### src/rtl/cpu_types_pkg.sv
// Datapath types shared with the single-cycle core: ALU operation and register select.
package cpu_types_pkg;

  typedef logic [4:0] regbits_t;

  typedef enum logic [3:0] {
    ALU_SLL  = 4'd0,
    ALU_SRL  = 4'd1,
    ALU_ADD  = 4'd2,
    ALU_SUB  = 4'd3,
    ALU_AND  = 4'd4,
    ALU_OR   = 4'd5,
    ALU_XOR  = 4'd6,
    ALU_NOR  = 4'd7,
    ALU_SLT  = 4'd8,
    ALU_SLTU = 4'd9
  } aluop_t;

endpackage

### src/rtl/diaosi_types_pkg.sv
// Control-unit select types, multi-cycle state encoding and MIPS opcode/funct constants.
package diaosi_types_pkg;

  typedef enum logic [1:0] {
    PCSRC_PC4    = 2'd0,
    PCSRC_BRANCH = 2'd1,
    PCSRC_JUMP   = 2'd2,
    PCSRC_JR     = 2'd3
  } PCSrc_t;

  typedef enum logic [1:0] {
    WMUX_ALU = 2'd0,
    WMUX_MEM = 2'd1,
    WMUX_LUI = 2'd2,
    WMUX_PC4 = 2'd3
  } W_mux_t;

  typedef enum logic [1:0] {
    ALUSRC_REG   = 2'd0,
    ALUSRC_IMM   = 2'd1,
    ALUSRC_SHAMT = 2'd2
  } ALUSrc_t;

  typedef enum logic {
    EXT_ZERO = 1'b0,
    EXT_SIGN = 1'b1
  } ExtOP_t;

  typedef enum logic [2:0] {
    ST_FETCH  = 3'd0,
    ST_DECODE = 3'd1,
    ST_EXEC   = 3'd2,
    ST_MEM    = 3'd3,
    ST_WB     = 3'd4,
    ST_HALT   = 3'd5,
    ST_ERROR  = 3'd6
  } mc_state_t;

  // CLS_ALU_OVF marks the signed ops whose overflow may stop the core.
  typedef enum logic [3:0] {
    CLS_NOP     = 4'd0,
    CLS_ALU     = 4'd1,
    CLS_ALU_OVF = 4'd2,
    CLS_BEQ     = 4'd3,
    CLS_BNE     = 4'd4,
    CLS_JUMP    = 4'd5,
    CLS_JAL     = 4'd6,
    CLS_JR      = 4'd7,
    CLS_LOAD    = 4'd8,
    CLS_STORE   = 4'd9,
    CLS_HALT    = 4'd10
  } instr_class_t;

  localparam logic [5:0] OP_RTYPE = 6'h00;
  localparam logic [5:0] OP_J     = 6'h02;
  localparam logic [5:0] OP_JAL   = 6'h03;
  localparam logic [5:0] OP_BEQ   = 6'h04;
  localparam logic [5:0] OP_BNE   = 6'h05;
  localparam logic [5:0] OP_ADDI  = 6'h08;
  localparam logic [5:0] OP_ADDIU = 6'h09;
  localparam logic [5:0] OP_SLTI  = 6'h0A;
  localparam logic [5:0] OP_SLTIU = 6'h0B;
  localparam logic [5:0] OP_ANDI  = 6'h0C;
  localparam logic [5:0] OP_ORI   = 6'h0D;
  localparam logic [5:0] OP_XORI  = 6'h0E;
  localparam logic [5:0] OP_LUI   = 6'h0F;
  localparam logic [5:0] OP_LW    = 6'h23;
  localparam logic [5:0] OP_SW    = 6'h2B;
  localparam logic [5:0] OP_HALT  = 6'h3F;

  localparam logic [5:0] FN_SLL  = 6'h00;
  localparam logic [5:0] FN_SRL  = 6'h02;
  localparam logic [5:0] FN_JR   = 6'h08;
  localparam logic [5:0] FN_ADD  = 6'h20;
  localparam logic [5:0] FN_ADDU = 6'h21;
  localparam logic [5:0] FN_SUB  = 6'h22;
  localparam logic [5:0] FN_SUBU = 6'h23;
  localparam logic [5:0] FN_AND  = 6'h24;
  localparam logic [5:0] FN_OR   = 6'h25;
  localparam logic [5:0] FN_XOR  = 6'h26;
  localparam logic [5:0] FN_NOR  = 6'h27;
  localparam logic [5:0] FN_SLT  = 6'h2A;
  localparam logic [5:0] FN_SLTU = 6'h2B;

endpackage

### src/rtl/mc_control_unit_if.sv
// Cache-side bus between the multi-cycle control unit (master) and the cache (slave).
// Handshake: a request (i_ren, d_ren, d_wen) is held high and stable until its hit
// (i_hit, d_hit) is seen; a hit only completes a transfer in a cycle whose request is high.
interface mc_control_unit_if #(
  parameter int WORD_W = 32
);
  logic [WORD_W-1:0] instr;
  logic              i_hit;
  logic              d_hit;
  logic              i_ren;
  logic              d_ren;
  logic              d_wen;

  modport master (
    input  instr, i_hit, d_hit,
    output i_ren, d_ren, d_wen
  );

  modport slave (
    output instr, i_hit, d_hit,
    input  i_ren, d_ren, d_wen
  );
endinterface

### src/rtl/mc_instr_decode.sv
// Combinational IR decode: ALU operation, datapath selects and instruction class.
module mc_instr_decode
  import cpu_types_pkg::*;
  import diaosi_types_pkg::*;
(
  input  logic [5:0]   opcode,
  input  logic [5:0]   funct,
  input  regbits_t     rt,
  input  regbits_t     rd,
  output aluop_t       alu_op,
  output PCSrc_t       pc_src,
  output W_mux_t       w_mux,
  output ALUSrc_t      alu_src,
  output ExtOP_t       ext_op,
  output regbits_t     wsel,
  output instr_class_t cls
);

  always_comb begin
    alu_op  = ALU_ADD;
    pc_src  = PCSRC_PC4;
    w_mux   = WMUX_ALU;
    alu_src = ALUSRC_IMM;
    ext_op  = EXT_SIGN;
    wsel    = rt;
    cls     = CLS_NOP;
    case (opcode)
      OP_RTYPE: begin
        alu_src = ALUSRC_REG;
        wsel    = rd;
        cls     = CLS_ALU;
        case (funct)
          FN_SLL:  begin alu_op = ALU_SLL; alu_src = ALUSRC_SHAMT; end
          FN_SRL:  begin alu_op = ALU_SRL; alu_src = ALUSRC_SHAMT; end
          FN_JR:   begin cls = CLS_JR; pc_src = PCSRC_JR; end
          FN_ADD:  begin alu_op = ALU_ADD; cls = CLS_ALU_OVF; end
          FN_ADDU: alu_op = ALU_ADD;
          FN_SUB:  begin alu_op = ALU_SUB; cls = CLS_ALU_OVF; end
          FN_SUBU: alu_op = ALU_SUB;
          FN_AND:  alu_op = ALU_AND;
          FN_OR:   alu_op = ALU_OR;
          FN_XOR:  alu_op = ALU_XOR;
          FN_NOR:  alu_op = ALU_NOR;
          FN_SLT:  alu_op = ALU_SLT;
          FN_SLTU: alu_op = ALU_SLTU;
          default: cls = CLS_NOP;
        endcase
      end
      OP_J:     begin cls = CLS_JUMP; pc_src = PCSRC_JUMP; end
      OP_JAL: begin
        cls    = CLS_JAL;
        pc_src = PCSRC_JUMP;
        w_mux  = WMUX_PC4;
        wsel   = 5'd31;
      end
      OP_BEQ:   begin cls = CLS_BEQ; alu_op = ALU_SUB; alu_src = ALUSRC_REG; pc_src = PCSRC_BRANCH; end
      OP_BNE:   begin cls = CLS_BNE; alu_op = ALU_SUB; alu_src = ALUSRC_REG; pc_src = PCSRC_BRANCH; end
      OP_ADDI:  cls = CLS_ALU_OVF;
      OP_ADDIU: cls = CLS_ALU;
      OP_SLTI:  begin cls = CLS_ALU; alu_op = ALU_SLT; end
      OP_SLTIU: begin cls = CLS_ALU; alu_op = ALU_SLTU; end
      OP_ANDI:  begin cls = CLS_ALU; alu_op = ALU_AND; ext_op = EXT_ZERO; end
      OP_ORI:   begin cls = CLS_ALU; alu_op = ALU_OR;  ext_op = EXT_ZERO; end
      OP_XORI:  begin cls = CLS_ALU; alu_op = ALU_XOR; ext_op = EXT_ZERO; end
      OP_LUI:   begin cls = CLS_ALU; w_mux = WMUX_LUI; ext_op = EXT_ZERO; end
      OP_LW:    begin cls = CLS_LOAD; w_mux = WMUX_MEM; end
      OP_SW:    cls = CLS_STORE;
      OP_HALT:  cls = CLS_HALT;
      default:  cls = CLS_NOP;
    endcase
  end

endmodule

### src/rtl/mc_control_unit.sv
// Multi-cycle MIPS control unit: FETCH/DECODE/EXEC/MEM/WB sequencer with instruction
// register, cache stall handling and a memory-timeout watchdog.
module mc_control_unit
  import cpu_types_pkg::*;
  import diaosi_types_pkg::*;
#(
  parameter int WORD_W      = 32,
  parameter int REG_AW      = 5,
  parameter int MEM_TIMEOUT = 16,
  parameter int HALT_ON_OVF = 1
) (
  input  logic                CLK,
  input  logic                nRST,
  mc_control_unit_if.master   bus,
  input  logic                zero_f,
  input  logic                overflow_f,
  output logic                pc_wen,
  output logic                reg_wen,
  output aluop_t              alu_op,
  output PCSrc_t              PCSrc,
  output W_mux_t              W_mux,
  output ALUSrc_t             ALUSrc,
  output ExtOP_t              ExtOP,
  output logic [REG_AW-1:0]   wsel,
  output logic [REG_AW-1:0]   rsel1,
  output logic [REG_AW-1:0]   rsel2,
  output logic [15:0]         imm16,
  output logic [25:0]         j_addr26,
  output logic [4:0]          shamt,
  output logic [31:0]         lui,
  output logic                halt,
  output logic                mem_err,
  output mc_state_t           state_o
);

  localparam logic [7:0] TMO_LAST = 8'(MEM_TIMEOUT - 1);

  mc_state_t         state_q, state_d;
  logic [WORD_W-1:0] ir_q, ir_d;
  logic [7:0]        tmo_q, tmo_d;

  instr_class_t cls;
  PCSrc_t       dec_pc_src;
  regbits_t     dec_wsel;

  mc_instr_decode u_decode (
    .opcode  (ir_q[31:26]),
    .funct   (ir_q[5:0]),
    .rt      (ir_q[20:16]),
    .rd      (ir_q[15:11]),
    .alu_op  (alu_op),
    .pc_src  (dec_pc_src),
    .w_mux   (W_mux),
    .alu_src (ALUSrc),
    .ext_op  (ExtOP),
    .wsel    (dec_wsel),
    .cls     (cls)
  );

  assign wsel     = REG_AW'(dec_wsel);
  assign rsel1    = REG_AW'(ir_q[25:21]);
  assign rsel2    = REG_AW'(ir_q[20:16]);
  assign imm16    = ir_q[15:0];
  assign j_addr26 = ir_q[25:0];
  assign shamt    = ir_q[10:6];
  assign lui      = {ir_q[15:0], 16'h0000};
  assign state_o  = state_q;

  always_ff @(posedge CLK or negedge nRST) begin
    if (!nRST) begin
      state_q <= ST_FETCH;
      ir_q    <= '0;
      tmo_q   <= '0;
    end else begin
      state_q <= state_d;
      ir_q    <= ir_d;
      tmo_q   <= tmo_d;
    end
  end

  // The counter idles at zero outside FETCH/MEM, so entering either state starts it clean.
  always_comb begin
    state_d   = state_q;
    ir_d      = ir_q;
    tmo_d     = '0;
    bus.i_ren = 1'b0;
    bus.d_ren = 1'b0;
    bus.d_wen = 1'b0;
    pc_wen    = 1'b0;
    reg_wen   = 1'b0;
    PCSrc     = PCSRC_PC4;
    halt      = 1'b0;
    mem_err   = 1'b0;
    unique case (state_q)
      ST_FETCH: begin
        bus.i_ren = 1'b1;
        if (bus.i_hit) begin
          ir_d    = bus.instr;
          pc_wen  = 1'b1;
          state_d = ST_DECODE;
        end else if (tmo_q == TMO_LAST) begin
          state_d = ST_ERROR;
        end else begin
          tmo_d = tmo_q + 8'd1;
        end
      end
      ST_DECODE: state_d = (cls == CLS_HALT) ? ST_HALT : ST_EXEC;
      ST_EXEC: begin
        PCSrc   = dec_pc_src;
        state_d = ST_FETCH;
        case (cls)
          CLS_BEQ:             pc_wen = zero_f;
          CLS_BNE:             pc_wen = !zero_f;
          CLS_JUMP, CLS_JR:    pc_wen = 1'b1;
          CLS_JAL:             begin pc_wen = 1'b1; reg_wen = 1'b1; end
          CLS_LOAD, CLS_STORE: state_d = ST_MEM;
          CLS_ALU:             state_d = ST_WB;
          CLS_ALU_OVF:         state_d = (overflow_f && (HALT_ON_OVF != 0)) ? ST_HALT : ST_WB;
          default:             state_d = ST_FETCH;
        endcase
      end
      ST_MEM: begin
        bus.d_ren = (cls == CLS_LOAD);
        bus.d_wen = (cls == CLS_STORE);
        if (bus.d_hit) begin
          state_d = (cls == CLS_LOAD) ? ST_WB : ST_FETCH;
        end else if (tmo_q == TMO_LAST) begin
          state_d = ST_ERROR;
        end else begin
          tmo_d = tmo_q + 8'd1;
        end
      end
      ST_WB: begin
        reg_wen = 1'b1;
        state_d = ST_FETCH;
      end
      ST_HALT:  halt = 1'b1;
      ST_ERROR: begin
        halt    = 1'b1;
        mem_err = 1'b1;
      end
      default:  state_d = ST_FETCH;
    endcase
  end

endmodule
### src/flat_wrapper.sv
// flat-port wrapper written by rule: the top's interface ports become plain ports
module mc_control_unit_flat import cpu_types_pkg::*; import diaosi_types_pkg::*;
#(
  parameter int WORD_W      = 32,
  parameter int REG_AW      = 5,
  parameter int MEM_TIMEOUT = 16,
  parameter int HALT_ON_OVF = 1
)
  (CLK, nRST, zero_f, overflow_f, pc_wen, reg_wen, alu_op, PCSrc, W_mux, ALUSrc, ExtOP, wsel, rsel1, rsel2, imm16, j_addr26, shamt, lui, halt, mem_err, state_o, bus_instr, bus_i_hit, bus_d_hit, bus_i_ren, bus_d_ren, bus_d_wen);
  mc_control_unit_if #(.WORD_W(WORD_W)) bus_i ();
  input  logic CLK;
  input  logic nRST;
  input  logic zero_f;
  input  logic overflow_f;
  output logic pc_wen;
  output logic reg_wen;
  output aluop_t alu_op;
  output PCSrc_t PCSrc;
  output W_mux_t W_mux;
  output ALUSrc_t ALUSrc;
  output ExtOP_t ExtOP;
  output logic [REG_AW-1:0] wsel;
  output logic [REG_AW-1:0] rsel1;
  output logic [REG_AW-1:0] rsel2;
  output logic [15:0] imm16;
  output logic [25:0] j_addr26;
  output logic [4:0] shamt;
  output logic [31:0] lui;
  output logic halt;
  output logic mem_err;
  output mc_state_t state_o;
  input wire logic [$bits(bus_i.instr)-1:0] bus_instr;
  input wire logic [$bits(bus_i.i_hit)-1:0] bus_i_hit;
  input wire logic [$bits(bus_i.d_hit)-1:0] bus_d_hit;
  output wire logic [$bits(bus_i.i_ren)-1:0] bus_i_ren;
  output wire logic [$bits(bus_i.d_ren)-1:0] bus_d_ren;
  output wire logic [$bits(bus_i.d_wen)-1:0] bus_d_wen;
  assign bus_i.instr = bus_instr;
  assign bus_i.i_hit = bus_i_hit;
  assign bus_i.d_hit = bus_d_hit;
  assign bus_i_ren = bus_i.i_ren;
  assign bus_d_ren = bus_i.d_ren;
  assign bus_d_wen = bus_i.d_wen;
  mc_control_unit #(.WORD_W(WORD_W), .REG_AW(REG_AW), .MEM_TIMEOUT(MEM_TIMEOUT), .HALT_ON_OVF(HALT_ON_OVF)) u_core (.CLK(CLK), .nRST(nRST), .bus(bus_i), .zero_f(zero_f), .overflow_f(overflow_f), .pc_wen(pc_wen), .reg_wen(reg_wen), .alu_op(alu_op), .PCSrc(PCSrc), .W_mux(W_mux), .ALUSrc(ALUSrc), .ExtOP(ExtOP), .wsel(wsel), .rsel1(rsel1), .rsel2(rsel2), .imm16(imm16), .j_addr26(j_addr26), .shamt(shamt), .lui(lui), .halt(halt), .mem_err(mem_err), .state_o(state_o));
endmodule
### config.mk
export PLATFORM = sky130hd
export DESIGN_NAME = mc_control_unit_flat
export DESIGN_NICKNAME = d
export VERILOG_FILES = /design/src/rtl/cpu_types_pkg.sv /design/src/rtl/diaosi_types_pkg.sv /design/src/rtl/mc_control_unit_if.sv /design/src/rtl/mc_instr_decode.sv /design/src/rtl/mc_control_unit.sv /design/src/flat_wrapper.sv
export SDC_FILE = /design/constraint.sdc
export NUM_CORES = 1
export LEC_CHECK = 0
export BUFFER_PORTS_ARGS = -buffer_cell sky130_fd_sc_hd__buf_2
export CORE_UTILIZATION = 45
export DETAILED_ROUTE_END_ITERATION = 10
export PLACE_DENSITY = 0.78
export SLEW_MARGIN = 10
export SYNTH_ARGS = -nofsm -noshare
export SYNTH_HDL_FRONTEND = slang
export SYNTH_SLANG_ARGS = --single-unit
### constraint.sdc
create_clock -name CLK -period 2.5 [get_ports CLK]
set_input_delay 0.25 -clock CLK [delete_from_list [all_inputs] [get_ports CLK]]
set_output_delay 0.25 -clock CLK [all_outputs]
set_load 0.02 [all_outputs]
# Word-level counts from Yosys, hierarchy flattened
# Cells that the tools add are included.
# word_totals
mem_bits_ro	0
memories	0
in_bits	38
ramBits	0
reg_bits	43
latch_bits	0
out_inout_bits	115
# op_classes
n_bitwise	0
n_lt_le_gt_ge	0
n_eq_ne	44
n_reduce_logical	16
n_mux	34
shifts	0
n_div	0
n_addsub	1
multipliers	0
# ops
op	count
6-bit == test, second input constant	13
6-bit by 4-bit == test with 1-bit output, second input constant	9
4-bit case mux with 10 select lines	1
4-bit case mux with 9 select lines	1
4-bit case mux with 7 select lines	1
8-bit two-way mux	3
6-bit by 2-bit == test with 1-bit output, second input constant	3
3-bit case mux with 3 select lines	2
4-bit by 3-bit == test with 1-bit output, second input constant	4
8-bit case mux with 2 select lines	1
3-bit two-way mux	5
3-bit case mux with 5 select lines	1
2-bit OR reduction	7
4-bit == test, second input constant	3
6-bit by 3-bit == test with 1-bit output, second input constant	2
6-bit logical NOT	2
2-bit case mux with 3 select lines	2
5-bit case mux with 2 select lines	1
10-bit OR reduction	1
3-bit == test, second input constant	3
1-bit two-way mux	9
8-bit by 1-bit adder with 8-bit output, second input constant	1
4-bit by 2-bit == test with 1-bit output, second input constant	2
8-bit by 4-bit == test with 1-bit output, second input constant	1
13 further kinds	17

# Depth between registers and ports, before layout
# depth
ltp_word	8
mapped_depth	8
depth_no_buf	6

# By module
# Synthesis repeated with hierarchy kept, for this count alone.
# unflattened
hier_cells	342
hier_area_um2	3400.8
# by_module_without_submodules
module	n_inst	cells_per_inst	area_per_inst_um2
mc_control_unit	1	247	2846.5
mc_instr_decode	1	95	554.3

# Worst setup path before layout
# OpenSTA, ideal clock, no wires.
# synth_timing
path_kind	reg-to-output
startpoint	register u_core.state_q[2], in the netlist u_core.state_o[2]
endpoint	output port pc_wen
setup_slack_ns	0.198
path_stages_with_launch	7
arrival_ns	2.052
required_ns	2.250
cell_sequence	dfrtp_1 -> nor3_1 -> and2_1 -> clkbuf_1 -> clkbuf_1 -> a41oi_1 -> o21ai_0
# synth_via
elab_chain_cells	2
# synth_lines
item	line_no	source
start: declaration	mc_control_unit.sv:38	mc_state_t state_q, state_d;
start signal: assignment	mc_control_unit.sv:75	state_q <= state_d;
3-bit by 2-bit == test with 1-bit output or 3-bit logical NOT (tied branches)	mc_control_unit.sv:94	unique case (state_q)
1-bit case mux with 2 select lines (*)	mc_control_unit.sv:94	
end: declaration	flat_wrapper.sv:15	output logic pc_wen;
# Mark *: on every way between the ends. The rest lies on a longest branch, timed or not.

# Worst setup path after layout
# layout_timing
startpoint	register u_core.ir_q[29]
endpoint	output port pc_wen
# layout_via
elab_chain_cells	7
# layout_lines
item	line_no	source
start: declaration	mc_control_unit.sv:39	logic [WORD_W-1:0] ir_q, ir_d;
start signal: assignment	mc_control_unit.sv:76	ir_q <= ir_d;
6-bit by 4-bit == test with 1-bit output	mc_instr_decode.sv:27	case (opcode)
7-bit OR reduction (no source line)	-	
4-bit case mux with 10 select lines (*)	mc_instr_decode.sv:27	
4-bit by 3-bit == test with 1-bit output	mc_control_unit.sv:111	case (cls)
3-bit OR reduction (no source line)	-	
1-bit case mux with 3 select lines (*)	mc_control_unit.sv:111	
1-bit case mux with 2 select lines (*)	mc_control_unit.sv:94	
# Marks and branches as above.

==> results.yml <==
global_route:
  wire_length_of_the_first_global_routing_pass_um: 10600
  vias_in_the_first_global_route: 2243
  global_routing_met2_resource_utilization: 0.294
  grt_start_max_net_pins: 44
  global_route.overflow_total: 0
  antenna_found_initial: 0
  global_route.peak_usage_layer: "met2"
  grt_use_met1: 0.250
  met3_usage: 0.0327
  grt_util_all_layers: 0.181
cells_and_area:
  layout.filler_cells: 678
  layout_common_cells: "sky130_fd_sc_hd__buf_2, sky130_fd_sc_hd__dfrtp_1, sky130_fd_sc_hd__mux2_2"
  final_common_cell: "sky130_fd_sc_hd__buf_2"
  diode_count: 0
  finish.net_count: 466
  layout-area-overhead-vs-synth_pct: 10.6
  finalInstanceArea_um2: 3490
  layout-drive-gt1-share: 0.467
pwr:
  p_leak_nw: 1.71
  vdd_ir_drop_max_mv: 0.642
  power-per-cell-area_nw_per_um2: 1510
clock_network:
  clkTransAtPathRegs_ps: 80
  clk_latency_ps: 300
  clock-root-buffer: "sky130_fd_sc_hd__clkbuf_8"
  htree_levels: 2
  tritoncts.num_buffers: 5
  max-clock-path-buffers: 2
  cts_sinks: 43
  cts_tree: "yes"
floorplanning:
  die_width_um: 85.7
  die-area_um2: 7350
  dieHeight_um: 85.7
  floorplan.initialDensity: 0.464
  floorplan.io_pins: 153
  placement_rows: 30
  core_region_area_um2: 6790
worst_setup_path:
  startpoint_type: "flip-flop"
  worstSetupEndpointType: "output port"
  slowest_stage: "sky130_fd_sc_hd__or4_4"
  critical_path_class: "flip-flop to output port"
  timing.critical_path.required_ps: 2250
  crit_path_max_fanout: 7
  arrival_ps: 2170
  crit_path_cell_trace: "or4_4 -> a21o_1 -> o211ai_2 -> nand3_1 -> o21ai_2 -> buf_4"
  reg2regPathDepth: 8
  critical_path.max_stage_delay_ps: 610
yosys:
  count_of_flip_flops_with_a_built_in_enable_after_synthesis: 0
  yosys_warnings: 0
  synthesis.area_um2: 3150
  async_flop_share: 1.00
  number_of_distinct_standard_cells_referenced_by_the_synthesized_netlist: 47
  postSynthAreaPerCell_um2: 8.73
  synth-main-ff-cell: "sky130_fd_sc_hd__dfrtp_1"
  synth_seq_cells: 43
  synth-seq-area-share: 0.341
  synthesis.instances: 361
timing:
  worst_slew_margin: 0.341
  max_freq_ghz: 0.412
  period_minus_slack_ps: 2420
  unrepaired_setup_endpoints_after_global_routing: "no"
  final.setup.tns_ps: 0
  period_share: 0.970
  worst_clock_skew_ps: 7.48
  hold_viol: 0
  tightestPinTransition_ps: 988
  slew_viol_final: 0
  timing.final.setup_violations: 0
  finalHoldWorstSlack_ps: 110
detailed_routing:
  remaining_drc_errors: 0
  drt-total-wl_um: 6900
  drt.antenna.violating_nets: 0
  drt_iter0_drc: 162
  vias: 2636
  routed_via_density: 5.03
  wl_per_cell_um: 13.2
  drt-pass1-iter-count: 4
worst_hold_path:
  holdCritPathClass: "primary input to async pin"
place:
  placedInstanceArea_um2: 3320
  io_buffers: 136
  gp_routability_congestion: 0.894
  post-dp-hpwl_um: 5180
job:
  drv_cap: 0
run_status:
  outcome: "completed"
## Yosys cell counts, types with 2 or more instances
library cell,number,share of area
sky130_fd_sc_hd__clkbuf_1,11,0.013
sky130_fd_sc_hd__buf_1,2,0.0024
sky130_fd_sc_hd__dfrtp_1,43,0.34
sky130_fd_sc_hd__or3_1,4,0.0079
sky130_fd_sc_hd__a21oi_1,17,0.027
sky130_fd_sc_hd__nand3_1,13,0.021
sky130_fd_sc_hd__or4_1,2,0.0048
sky130_fd_sc_hd__a21o_1,2,0.0048
sky130_fd_sc_hd__nor4_1,3,0.0060
sky130_fd_sc_hd__and3_1,2,0.0040
sky130_fd_sc_hd__buf_2,2,0.0032
sky130_fd_sc_hd__nand2b_1,4,0.0079
sky130_fd_sc_hd__buf_4,90,0.21
sky130_fd_sc_hd__a31oi_1,3,0.0060
sky130_fd_sc_hd__nor2b_1,7,0.014
sky130_fd_sc_hd__nand2_1,20,0.024
sky130_fd_sc_hd__and2_1,3,0.0060
sky130_fd_sc_hd__xor2_1,4,0.011
sky130_fd_sc_hd__nor2_1,18,0.021
sky130_fd_sc_hd__o211ai_1,3,0.0071
sky130_fd_sc_hd__a21boi_0,2,0.0048
sky130_fd_sc_hd__nand4_1,2,0.0040
sky130_fd_sc_hd__buf_6,2,0.0071
sky130_fd_sc_hd__o21ai_0,19,0.030
sky130_fd_sc_hd__a211o_1,2,0.0056
sky130_fd_sc_hd__inv_1,10,0.012
sky130_fd_sc_hd__xnor2_1,4,0.011
sky130_fd_sc_hd__nor3_1,21,0.033
sky130_fd_sc_hd__mux2_2,24,0.086
sky130_fd_sc_hd__o22a_1,5,0.014
## flip-flops by register name (all words and copies together), names as in the netlist
name / cells
u_core.ir_q: 32
u_core.tmo_q: 8
u_core.state_o: 3
## layer usage
metal	part of all wire	up-vias
met1	0.46	1245
met5	0	-
met2	0.48	111
met3	0.050	5
met4	0.0074	0
li1	-	1275
## power by group
group / switching (W) / internal [W]
sequential: 0.000474 / 0.00101
combinational: 0.00204 / 0.00128
clock: 0.000254 / 0.000195
## repair_timing
item                                    in CTS  in global routing
buffers inserted                             0                  6
hold buffers                                 0                  0
resized for setup                            0                 14
endpoints found under the setup margin       0                  3
## kinds of logic (layout without fill, tap and decap cells)
group                    Yosys count  after routing  share of synthesized area
AND/OR/NAND/NOR                  106            106                      0.172
XOR/XNOR                           8              8                     0.0222
adder cells (fa/ha/maj)            1              1                    0.00397
buffers and inverters            117            169                      0.252
AO/OA/AOI/OAI                     61             61                      0.121
other                              1             16                    0.00119
multiplexers                      24             24                     0.0857
flip-flops                        43             43                      0.341
## cell type report
| cell class | instances | area (um2) | share of cell area |
|---|---|---|---|
| Multi-Input combinational cell | 216 | 1360 | 0.390 |
| Timing Repair Buffer | 151 | 796 | 0.228 |
| Tap cell | 96 | 120 | 0.0344 |
| Clock buffer | 5 | 68.8 | 0.0197 |
| Inverter | 10 | 37.5 | 0.0108 |
| Sequential cell | 43 | 1090 | 0.311 |
| Clock inverter | 3 | 20.0 | 0.00574 |
## worst max-delay path, delay by kind of cell, from the launching register on
| family | cells | cell delay, ps |
|---|---|---|
| AOI/OAI and AO/OA | 3 | 490 |
| and+or+nand+nor | 2 | 750 |
| buffers and inverters | 1 | 160 |
| DFF | 1 | 470 |
## stage by stage
step,power [W],setup slack (ps),std cells,utilization
final,0.00525,75.6,524,0.513
after global routing,0.00563,2.14,524,0.513
after CTS,0.00515,0.924,518,0.502
after floorplan,0.00448,198,376,-
after detailed placement,0.00468,365,510,0.489
after global placement,0.00462,334,510,0.489
## final timing paths
kind | to | from | slack (ps)
setup / recovery | pc_wen | u_core.ir_q[29] | 80
hold reg to reg | u_core.tmo_q[0] | u_core.tmo_q[0] | 470
setup reg to reg | u_core.state_o[2] | u_core.ir_q[1] | 440
min in group CLK | u_core.ir_q[26] | bus_instr[26] | 150
hold / removal | u_core.ir_q[20] | nRST | 110
max in group asynchronous | u_core.ir_q[3] | nRST | 1720
Note: power is estimated with default switching activity, not from simulation.
